### src/rtl/cut_sweep_pkg.sv
// Shared types and MISR constants for the CUT sweep harness.
package cut_sweep_pkg;
  typedef enum logic [1:0] {IDLE, APPLY, EMIT, FIN} sweep_state_t;
  localparam logic [15:0] POLY = 16'h1021;
  localparam logic [15:0] SEED = 16'hFFFF;
endpackage

### src/rtl/cut_misr.sv
// Multiple-input signature register: clear to seed, shift-and-fold on enable.
module cut_misr #(
  parameter int         W    = 16,
  parameter logic [W-1:0] POLY = {{(W-1){1'b0}}, 1'b1},
  parameter logic [W-1:0] SEED = {W{1'b1}}
) (
  input  logic         clk,
  input  logic         rst_n,
  input  logic         clr,
  input  logic         en,
  input  logic [W-1:0] din,
  output logic [W-1:0] sig
);
  always_ff @(posedge clk or negedge rst_n) begin
    if (!rst_n)   sig <= SEED;
    else if (clr) sig <= SEED;
    else if (en)  sig <= {sig[W-2:0], 1'b0} ^ (sig[W-1] ? POLY : '0) ^ din;
  end
endmodule

### src/rtl/cut_sweep_sampler.sv
// Exhaustive input sweep of a combinational CUT; streams truth-table rows and a MISR signature.
module cut_sweep_sampler
  import cut_sweep_pkg::*;
#(
  parameter int N_IN   = 2,
  parameter int N_OUT  = 5,
  parameter int SIG_W  = 16,
  parameter int SETTLE = 1
) (
  input  logic             clk,
  input  logic             rst_n,
  input  logic             start,
  output logic             busy,
  output logic             done,
  output logic [N_IN-1:0]  cut_in,
  input  logic [N_OUT-1:0] cut_out,
  output logic             tt_valid,
  input  logic             tt_ready,
  output logic [N_IN-1:0]  tt_row,
  output logic [N_OUT-1:0] tt_data,
  output logic [SIG_W-1:0] signature,
  output logic             sig_valid
);
  localparam int CW = (SETTLE > 1) ? $clog2(SETTLE) : 1;
  localparam logic [CW-1:0]   SETTLE_LD = CW'(SETTLE - 1);
  localparam logic [N_IN-1:0] LAST_ROW  = '1;

  sweep_state_t    state, state_nx;
  logic [N_IN-1:0] row_cnt;
  logic [CW-1:0]   settle_cnt;
  logic            sig_valid_q;
  logic            accept, cap, last;

  assign accept = (state == IDLE) && start;
  assign cap    = (state == APPLY) && (settle_cnt == '0);
  assign last   = (row_cnt == LAST_ROW);

  always_ff @(posedge clk or negedge rst_n) begin
    if (!rst_n) state <= IDLE;
    else        state <= state_nx;
  end

  always_comb begin
    state_nx = state;
    unique case (state)
      IDLE:    if (start) state_nx = APPLY;
      APPLY:   if (cap) state_nx = EMIT;
      EMIT:    if (tt_ready) state_nx = last ? FIN : APPLY;
      FIN:     state_nx = IDLE;
      default: state_nx = IDLE;
    endcase
  end

  // Terminal test happens before the increment, so row_cnt never wraps.
  always_ff @(posedge clk or negedge rst_n) begin
    if (!rst_n) begin
      row_cnt     <= '0;
      settle_cnt  <= '0;
      tt_row      <= '0;
      tt_data     <= '0;
      sig_valid_q <= 1'b0;
    end else begin
      unique case (state)
        IDLE: if (start) begin
          row_cnt     <= '0;
          settle_cnt  <= SETTLE_LD;
          sig_valid_q <= 1'b0;
        end
        APPLY: if (cap) begin
          tt_row  <= row_cnt;
          tt_data <= cut_out;
        end else begin
          settle_cnt <= settle_cnt - 1'b1;
        end
        EMIT: if (tt_ready) begin
          if (last) begin
            sig_valid_q <= 1'b1;
          end else begin
            row_cnt    <= row_cnt + 1'b1;
            settle_cnt <= SETTLE_LD;
          end
        end
        default: ;
      endcase
    end
  end

  cut_misr #(.W(SIG_W), .POLY(SIG_W'(POLY)), .SEED(SIG_W'(SEED))) u_misr (
    .clk   (clk),
    .rst_n (rst_n),
    .clr   (accept),
    .en    (cap),
    .din   (SIG_W'(cut_out)),
    .sig   (signature)
  );

  assign busy      = (state == APPLY) || (state == EMIT);
  assign done      = (state == FIN);
  assign tt_valid  = (state == EMIT);
  assign cut_in    = row_cnt;
  assign sig_valid = sig_valid_q;
endmodule

### config.mk
export PLATFORM = sky130hd
export DESIGN_NAME = cut_sweep_sampler
export DESIGN_NICKNAME = d
export VERILOG_FILES = /design/src/rtl/cut_sweep_pkg.sv /design/src/rtl/cut_misr.sv /design/src/rtl/cut_sweep_sampler.sv
export SDC_FILE = /design/constraint.sdc
export NUM_CORES = 1
export LEC_CHECK = 0
export BUFFER_PORTS_ARGS = -buffer_cell sky130_fd_sc_hd__buf_2
export CAP_MARGIN = 0
export CORE_MARGIN = 3
export CORE_UTILIZATION = 50
export DETAILED_ROUTE_END_ITERATION = 16
export PLACE_DENSITY = 0.77
export SKIP_CTS_REPAIR_TIMING = 1
export SYNTH_ARGS = -nofsm -noshare
export SYNTH_HDL_FRONTEND = slang
export SYNTH_SLANG_ARGS = --single-unit
### constraint.sdc
create_clock -name clk -period 1.6 [get_ports clk]
set_input_delay 0.16 -clock clk [delete_from_list [all_inputs] [get_ports clk]]
set_output_delay 0.16 -clock clk [all_outputs]
set_load 0.05 [all_outputs]
Word-level counts from Yosys, hierarchy flattened:

Index checks and enable logic that the tools add are counted.

* output and inout port bits: 29
* register bits: 29
* input port bits: 9
* logic and storage cells: 54

* bitwise gates (word level): 3
* add/sub/neg operators: 2
* equal/unequal tests: 10
* multiplexer cells: 20
* reductions and logical operators: 12

Operators by type and width (count)
* $mux W16: 2
* $xor A16 B16 Y16: 1
* $xor A16 B5 Y16: 1
* $mux W2: 7
* $mux W13: 1
* $ne A2 B2 Y1 const B: 4
* $pmux W2 S4: 1
* $reduce_and A4 Y1: 2
* $eq A2 B2 Y1 const B: 3
* $mux W1: 6
* $reduce_and A5 Y1: 1
* $ne A2 B1 Y1 const B: 2
* $pmux W2 S2: 1
* $reduce_bool A2 Y1: 2
* $pmux W1 S3: 1
* $reduce_and A3 Y1: 1
* $reduce_bool A3 Y1: 1
* $add A2 B1 Y2 const B: 1
* $eq A2 B1 Y1 const B: 1
* $logic_and A1 B1 Y1: 2
* $logic_not A2 Y1: 1
* $pmux W1 S2: 1
* $reduce_and A2 Y1: 1
* $logic_or A1 B1 Y1: 1
* 2 further kinds: 2

Longest topological paths before layout:

Gate-level depths: netlist of the first run.

* depth in word-level cells: 5
* mapped depth: 7
* gate-level depth less buffers: 5

Cells and area by module:

A second synthesis of the first run with hierarchy kept.

* cells, all modules: 126
* area, all modules: 1525.2 sq um

Modules (own cells, without submodules)
* cut_misr: cells an instance 69, area each 855.8 sq um, sequential area each 420.4 sq um, times used 1
* cut_sweep_sampler: cells an instance 57, area each 669.4 sq um, sequential area each 325.3 sq um, times used 1

Worst setup path before layout of the first run:

Ideal clock, no wire load.

* kind: flip-flop to flip-flop
* start point: reg state[0]
* end point: reg row_cnt[0], in the netlist cut_in[0]
* data arrival time: 1.723 ns
* path buffers: 0
* required time: 1.474 ns
* slack: -0.249 ns
* library setup time: 0.126 ns
* clock period less this slack: 1.849 ns
* stages on the path, launching flop included: 6
* path through: dfrtp_1 -> inv_1 -> ha_1 -> nand2b_4 -> and2_4 -> a221o_1

* word-level cells in the longest chain between the ends: 3
* elaborated cells on any way between the ends: 8
* classes of those cells: 4 x eq/ne; 1 x mux; 3 x reduce/logical

Ends and longest elaborated chain
* start: declaration: RTL line cut_sweep_sampler.sv:28 `sweep_state_t state, state_nx;`
* start signal: assignment: RTL line cut_sweep_sampler.sv:40 `else state <= state_nx;`
* $eq A2 B2 Y1 *
* net tt_valid: RTL line cut_sweep_sampler.sv:17 `output logic tt_valid,`
* $ne A2 B2 Y1 (no line), or another cell as far along
* $reduce_and A4 Y1 (no line)
* end signal: assignment: RTL line cut_sweep_sampler.sv:79 `row_cnt <= row_cnt + 1'b1;`
* end: declaration: RTL line cut_sweep_sampler.sv:29 `logic [N_IN-1:0] row_cnt;`

Mark *: on every way through the listed nets, which the timed path passes. The rest lies on a longest branch.
A chain may end at the register's enable or synchronous reset.

Worst setup path after layout of the first run:

* start point: reg state[1]
* end point: reg row_cnt[0], in the netlist cut_in[0]

* word-level cells in the longest chain between the ends: 3
* elaborated cells on any way between the ends: 8
* classes of those cells: 4 x eq/ne; 1 x mux; 3 x reduce/logical

Ends and longest elaborated chain
* $eq A2 B2 Y1 or $logic_not A2 Y1 (tied branches): RTL line cut_sweep_sampler.sv:63 `unique case (state)`
* $ne A2 B2 Y1 (no line), or another cell as far along
* $reduce_and A4 Y1 (no line)

Parallel ways exist; a longest one is shown, timed or not.

==> summary.txt, run 1 <==
Yosys
  • Flip-flop and latch count after synthesis: 29
  • Netlist Area Pre-Place: about 0.0014 mm^2
  • Netlist cell types: 26
  • Post-synthesis average cell area: 9.80 um^2
  • Synthesized netlist cell count: roughly 140
  • Post-synth net total: 154
  • Ys Warns: 0
  • Portion of the post-synthesis area used by sequential elements: 0.547

Floorplan
  • Area of the core: between 0.002 and 0.003 mm^2
  • Starting density of the core: 0.535
  • DIE AREA: approximately 0.0034 mm^2
  • Die outline width: approximately 58 um
  • Chip Height: just under 60 um
  • Cell row count: 18
  • Top-level I/O count: 38

Timing
  • Highest attainable clock frequency: approximately 0.65 GHz
  • Post-route clock skew: roughly 0.0046 ns
  • Headroom to the max-slew limit: 0.592
  • Setup violators final: 0
  • Actual slew at the worst max-slew pin: ~0.6 ns
  • Number of pins with negative max-slew slack in the final report: 0
  • Post-route clock period utilization: 0.957
  • Count of final hold-check violations: 0
  • Min Tclk post-route: about 1.5 ns
  • RSZ-0062 raised after global routing: no

CTS
  • Buffer levels on the longest clock path: 2
  • Deepest level of the CTS H-tree: 2
  • Clock root cell: sky130_fd_sc_hd__clkbuf_4
  • Number of buffers added by the clock tree synthesis step: 5
  • Clock latency of the later-clocked register in the worst-skew pair: 0.31 ns
  • Clock slew at reported path FFs: around 0.09 ns
  • CTS tree: done
  • Sinks on Clock Net: 29

Layout
  • Share of final-layout standard cells stronger than drive strength 1: 0.395
  • Area added between synthesis and finish: 25.2%
  • Utilization after layout: 0.670
  • Number of antenna diodes: 0
  • Number of nets in the layout: between 150 and 200

GRT
  • Sum of overflow across all layers after global routing: 0
  • Global-route wire length before repair: ~5000 um
  • GRT Resource Usage Total: 0.198
  • Vias in the first global route: approximately 1100
  • Largest net degree at the start of global routing: 31
  • Initial antenna violation count: 0

Run status
  • Result of the run: completed

Detailed routing
  • First-pass iteration count of the detailed router: 4
  • DRC violation count after routing: 0
  • Antenna viol nets, final: 0
  • Wire per inst: 13.6 um
  • Initial DRC count: 26
  • Vias per std cell: ~5.3
  • Total routed wirelength: just under 3000 um
  • Overall via count from detail_route: approximately 1100

Place
  • Buffers on Ports: 37
  • Hpwl dp: ~2100 um
  • Global placement routability congestion: ~0.77

Hold path
  • Type of the worst min-delay path: input port to flop

Worst setup path
  • Endpoint arrival time on the critical path: 1.74 ns
  • Path type of the worst setup path: flop to flop
  • Setup slack, reg-to-reg: between 0.06 and 0.07 ns
  • Crit path launch type: flop
  • Capturing element type of the critical path: flop
  • Largest fanout of any net on the critical path: 6
  • Data required time at the worst endpoint: 1.81 ns

Run
  • Max Cap Violations: 0
==> flip-flops by register name, summed over array words and instances (netlist names) <==
name        flops
u_misr.sig     16
tt_data         5
cut_in          2
state           2
tt_row          2
settle_cnt      1
sig_valid       1
==> worst paths after layout <==
path / startpoint / endpoint / depth (start not counted)
min reg2reg: tt_data[4] / tt_data[4] / 2
min in group asynchronous: rst_n / tt_data[2] / 2
max in group asynchronous: rst_n / tt_data[4] / 2
max: state[1] / cut_in[0] / 6
max reg2reg: state[1] / cut_in[0] / 6
min: cut_out[4] / tt_data[4] / 3
==> area by class of cell <==
cell class              count  area, um^2
clock inverters             2        10.0
clock buffers               6        41.3
inverters                   4        15.0
multi-input cells         100         598
repair buffers             44         258
flip-flops and latches     29         746
fillers                   212         840
well taps                  30        37.5
==> stage by stage <==
stage | setup slack [ns] | instances | area (um^2) | hold slack (ns) | TNS, ns
global placement | -0.0445 | 206 | 1630 | 0.198 | -0.326
global route | 0.0147 | 215 | 1710 | 0.0463 | 0
floorplan | 0.0973 | 139 | 1380 | -0.136 | 0
finish | 0.0686 | 215 | 1710 | 0.0652 | 0
detailed placement | -0.133 | 206 | 1630 | 0.207 | -1.25
CTS | -0.153 | 214 | 1680 | -0.140 | -1.56
==> cell usage in the layout (no fill, tap or decap), drive strengths merged <==
master	synthesis	final
ha	6	6
inv	4	4
nor2	1	1
a221o	1	1
xnor2	7	7
nand3	9	9
o31ai	1	1
dfstp	16	16
a31oi	2	2
dlygate4sd3	0	1
o21a	1	1
clkinv	0	2
a41oi	3	3
nand2b	3	3
o2bb2ai	1	1
clkbuf	4	7
dfrtp	13	13
nand2	50	50
and2	2	2
nor2b	1	1
buf	2	42
and3	1	1
o211ai	8	8
nor3	1	1
o21ai	2	2
==> metal layers <==
layer	part of all wire	global-route usage
met5	0	0
met4	0.013	0.0596
met3	0.057	0.0713
met2	0.51	0.331
met1	0.42	0.238
==> critical path, cell delays in order (launching register included) <==
cell,delay (ns)
sky130_fd_sc_hd__dfrtp_1,0.35
sky130_fd_sc_hd__inv_1,0.06
sky130_fd_sc_hd__buf_4,0.14
sky130_fd_sc_hd__ha_1,0.24
sky130_fd_sc_hd__nand2b_4,0.13
sky130_fd_sc_hd__o211ai_1,0.14
sky130_fd_sc_hd__a221o_1,0.37
==> logic make-up after synthesis <==
logic type                 share of synthesized area
and+or+nand+nor                                0.218
xor gates and xnor gates                      0.0450
buffers and inverters                         0.0303
adders and majority gates                     0.0551
DFF                                            0.547
AOI/OAI and AO/OA                              0.105
==> Yosys cell counts, drive strengths merged <==
| library cell | n | area share |
|---|---|---|
| o211ai | 8 | 0.044 |
| o31ai | 1 | 0.0055 |
| inv | 4 | 0.011 |
| nor3 | 1 | 0.0037 |
| a221o | 1 | 0.0073 |
| dfstp | 16 | 0.31 |
| a41oi | 3 | 0.019 |
| nand2 | 50 | 0.14 |
| o21a | 1 | 0.0055 |
| xnor2 | 7 | 0.045 |
| nor2b | 1 | 0.0046 |
| clkbuf | 4 | 0.012 |
| ha | 6 | 0.055 |
| dfrtp | 13 | 0.24 |
| nand3 | 9 | 0.033 |
| and2 | 2 | 0.011 |
| nor2 | 1 | 0.0028 |
| a31oi | 2 | 0.0092 |
| nand2b | 3 | 0.019 |
| o2bb2ai | 1 | 0.0064 |
| o21ai | 2 | 0.0073 |
| buf | 2 | 0.0073 |
| and3 | 1 | 0.0055 |
Power of run 1 is not shown: default switching activity piles up to over one toggle a cycle in this logic, so the estimate is an artifact.
==> run 2, diff against run 1 <==
--- a/config.mk
+++ b/config.mk
@@ -7,7 +7,7 @@
 export LEC_CHECK = 0
 export BUFFER_PORTS_ARGS = -buffer_cell sky130_fd_sc_hd__buf_2
 export CAP_MARGIN = 0
-export CORE_MARGIN = 3
+export CORE_MARGIN = 2
 export CORE_UTILIZATION = 50
 export DETAILED_ROUTE_END_ITERATION = 16
 export PLACE_DENSITY = 0.77
==> summary.txt, run 2 (same netlist as run 1, synthesis figures left out) <==
Detailed routing
  • First-pass iteration count of the detailed router: 4 (unchanged)
  • Initial DRC count: 33 (+27%)
  • Total routed wirelength: 2870 um (-1.8%)
  • Antenna viol nets, final: 0 (unchanged)
  • Vias per std cell: 5.33 (+1.4%)
  • Overall via count from detail_route: 1145 (+1.4%)
  • DRC violation count after routing: 0 (unchanged)
  • Wire per inst: 13.3 um (-1.8%)

Worst setup path
  • Largest fanout of any net on the critical path: 4 (-2)
  • Setup slack, reg-to-reg: 0.08 ns (about the same)
  • Number of buffer and inverter instances along the worst setup path: 3 (+1)
  • Path type of the worst setup path: flop to output pin
  • Worst setup path endpoint: busy
  • Logic depth of the worst setup path including buffers: 4 (-2)
  • Delay of the slowest cell on the worst path: 0.38 ns (about the same)
  • Slowest cell on crit path: sky130_fd_sc_hd__dfrtp_1
  • Data required time at the worst endpoint: 1.44 ns (-0.37 ns)
  • Reg-to-Reg Start: state[0]
  • Endpoint arrival time on the critical path: 1.39 ns (-0.35 ns)
  • Launching element of the worst setup path: state[0]
  • Family of cells with the greatest summed delay on the critical path: buffers and inverters
  • Crit path launch type: flop
  • Capturing element type of the critical path: output pin
  • R2R Path End: cut_in[0]
  • Worst reg2reg path depth: 6 (unchanged)
  • Critical-path cell list: buf_4 > inv_2 > ha_2 > buf_6

GRT
  • GRT Resource Usage Total: 0.200 (+0.00293)
  • Initial antenna violation count: 0 (unchanged)
  • Vias in the first global route: 1104 (+0.18%)
  • Largest net degree at the start of global routing: 31 (unchanged)
  • Sum of overflow across all layers after global routing: 0 (unchanged)
  • Global-route wire length before repair: 4870 um (-3.2%)

CTS
  • Number of buffers added by the clock tree synthesis step: 5 (unchanged)
  • Sinks on Clock Net: 29 (unchanged)
  • Clock latency of the later-clocked register in the worst-skew pair: 0.33 ns (+0.02 ns)
  • Deepest level of the CTS H-tree: 2 (unchanged)
  • CTS tree: done
  • Clock root cell: sky130_fd_sc_hd__clkbuf_4
  • Buffer levels on the longest clock path: 2 (unchanged)
  • Clock slew at reported path FFs: 0.08 ns (about the same)

Place
  • Global placement routability congestion: 0.768 (+0.38%)
  • Area post-placement: 0.00163 mm^2 (unchanged)
  • Buffers on Ports: 37 (unchanged)
  • Hpwl dp: 2020 um (-3.7%)

Timing
  • Min Tclk post-route: 1.55 ns (+0.0149 ns)
  • Setup violators final: 0 (unchanged)
  • Post-route clock period utilization: 0.966 (+0.00930)
  • Highest attainable clock frequency: 0.647 GHz (-0.96%)
  • Headroom to the max-slew limit: 0.586 (-0.00569)
  • Actual slew at the worst max-slew pin: 0.621 ns (+0.00853 ns)
  • RSZ-0062 raised after global routing: no
  • Number of pins with negative max-slew slack in the final report: 0 (unchanged)
  • Count of final hold-check violations: 0 (unchanged)
  • Post-route clock skew: 0.00314 ns (-0.00148 ns)

Layout
  • Register with the most flip-flops: u_misr.sig
  • Area added between synthesis and finish: 26.5%
  • Number of nets in the layout: 199 (unchanged)
  • Leading cell type in the layout, fill and taps excluded: sky130_fd_sc_hd__nand2_1
  • Post-route design area: 0.00172 mm^2 (+1.1%)
  • Number of antenna diodes: 0 (unchanged)
  • Share of final-layout standard cells stronger than drive strength 1: 0.395 (unchanged)
  • Top library cells by usage in the layout, fill and taps aside: 50 x sky130_fd_sc_hd__nand2_1, 35 x sky130_fd_sc_hd__buf_2, 16 x sky130_fd_sc_hd__dfstp_2, 13 x sky130_fd_sc_hd__dfrtp_1, 9 x sky130_fd_sc_hd__nand3_1
  • Largest registers: u_misr.sig: 16 flops, tt_data: 5 flops
  • Flip-flop count of the largest register after layout: 16 (unchanged)

Floorplan
  • Top-level I/O count: 38 (unchanged)
  • Starting density of the core: 0.540 (+0.00478)
  • Cell row count: 18 (unchanged)
  • Area of the core: 0.00252 mm^2 (-0.88%)
  • Die outline width: 56.2 um (-3.4%)
  • DIE AREA: 0.00316 mm^2 (-6.8%)
  • Chip Height: 56.2 um (-3.4%)

Run status
  • Result of the run: completed

Run
  • Max Cap Violations: 0 (unchanged)

Hold path
  • Type of the worst min-delay path: input port to flop
-- run 2: stage by stage --
stage / worst slack, ns / util / hold slack (ns) / cells / TNS (ns)
after floorplan: 0.0973 / - / -0.136 / 139 / 0
after global placement: -0.0708 / 0.646 / 0.203 / 206 / -0.789
after detailed placement: -0.131 / 0.646 / 0.216 / 206 / -1.64
after CTS: -0.161 / 0.669 / -0.145 / 214 / -2.24
after global routing: 0.0128 / 0.684 / 0.0679 / 215 / 0
final: 0.0538 / 0.684 / 0.0546 / 215 / 0
-- run 2: worst register-to-register path, delay by kind of cell, from the launching register on --
family	cells	cell delay, ns
adder cells (fa/ha/maj)	1	0.24
flip-flops	1	0.38
AO/OA/AOI/OAI	1	0.31
AND/OR/NAND/NOR	2	0.24
buffers and inverters	2	0.24
-- run 2: how the worst min path moves through the flow --
stage,start,to,slack (ns),depth (start not counted)
finish,cut_out[2],tt_data[2],0.05,3
global route,cut_out[3],tt_data[3],0.07,3
CTS,rst_n,tt_row[0],-0.14,1
detailed placement,rst_n,tt_data[2],0.22,1
global placement,rst_n,tt_data[2],0.20,1
floorplan,rst_n,cut_in[0],-0.14,0
-- run 2: routing by layer --
metal  wire, um  up-vias  global-route usage
met1       1210      537               0.235
li1           -      555                   -
met5          0        -                   0
met3        170        9              0.0372
met4         91        0               0.133
met2       1390       44               0.333
-- run 2: area by class of cell --
class / instances / area (um^2)
Clock buffer: 8 / 58.8
Fill cell: 206 / 798
Inverter: 4 / 15.0
Multi-Input combinational cell: 100 / 606
Sequential cell: 29 / 746
Tap cell: 30 / 37.5
Timing Repair Buffer: 44 / 262
Power of run 2 is left out for the same reason.
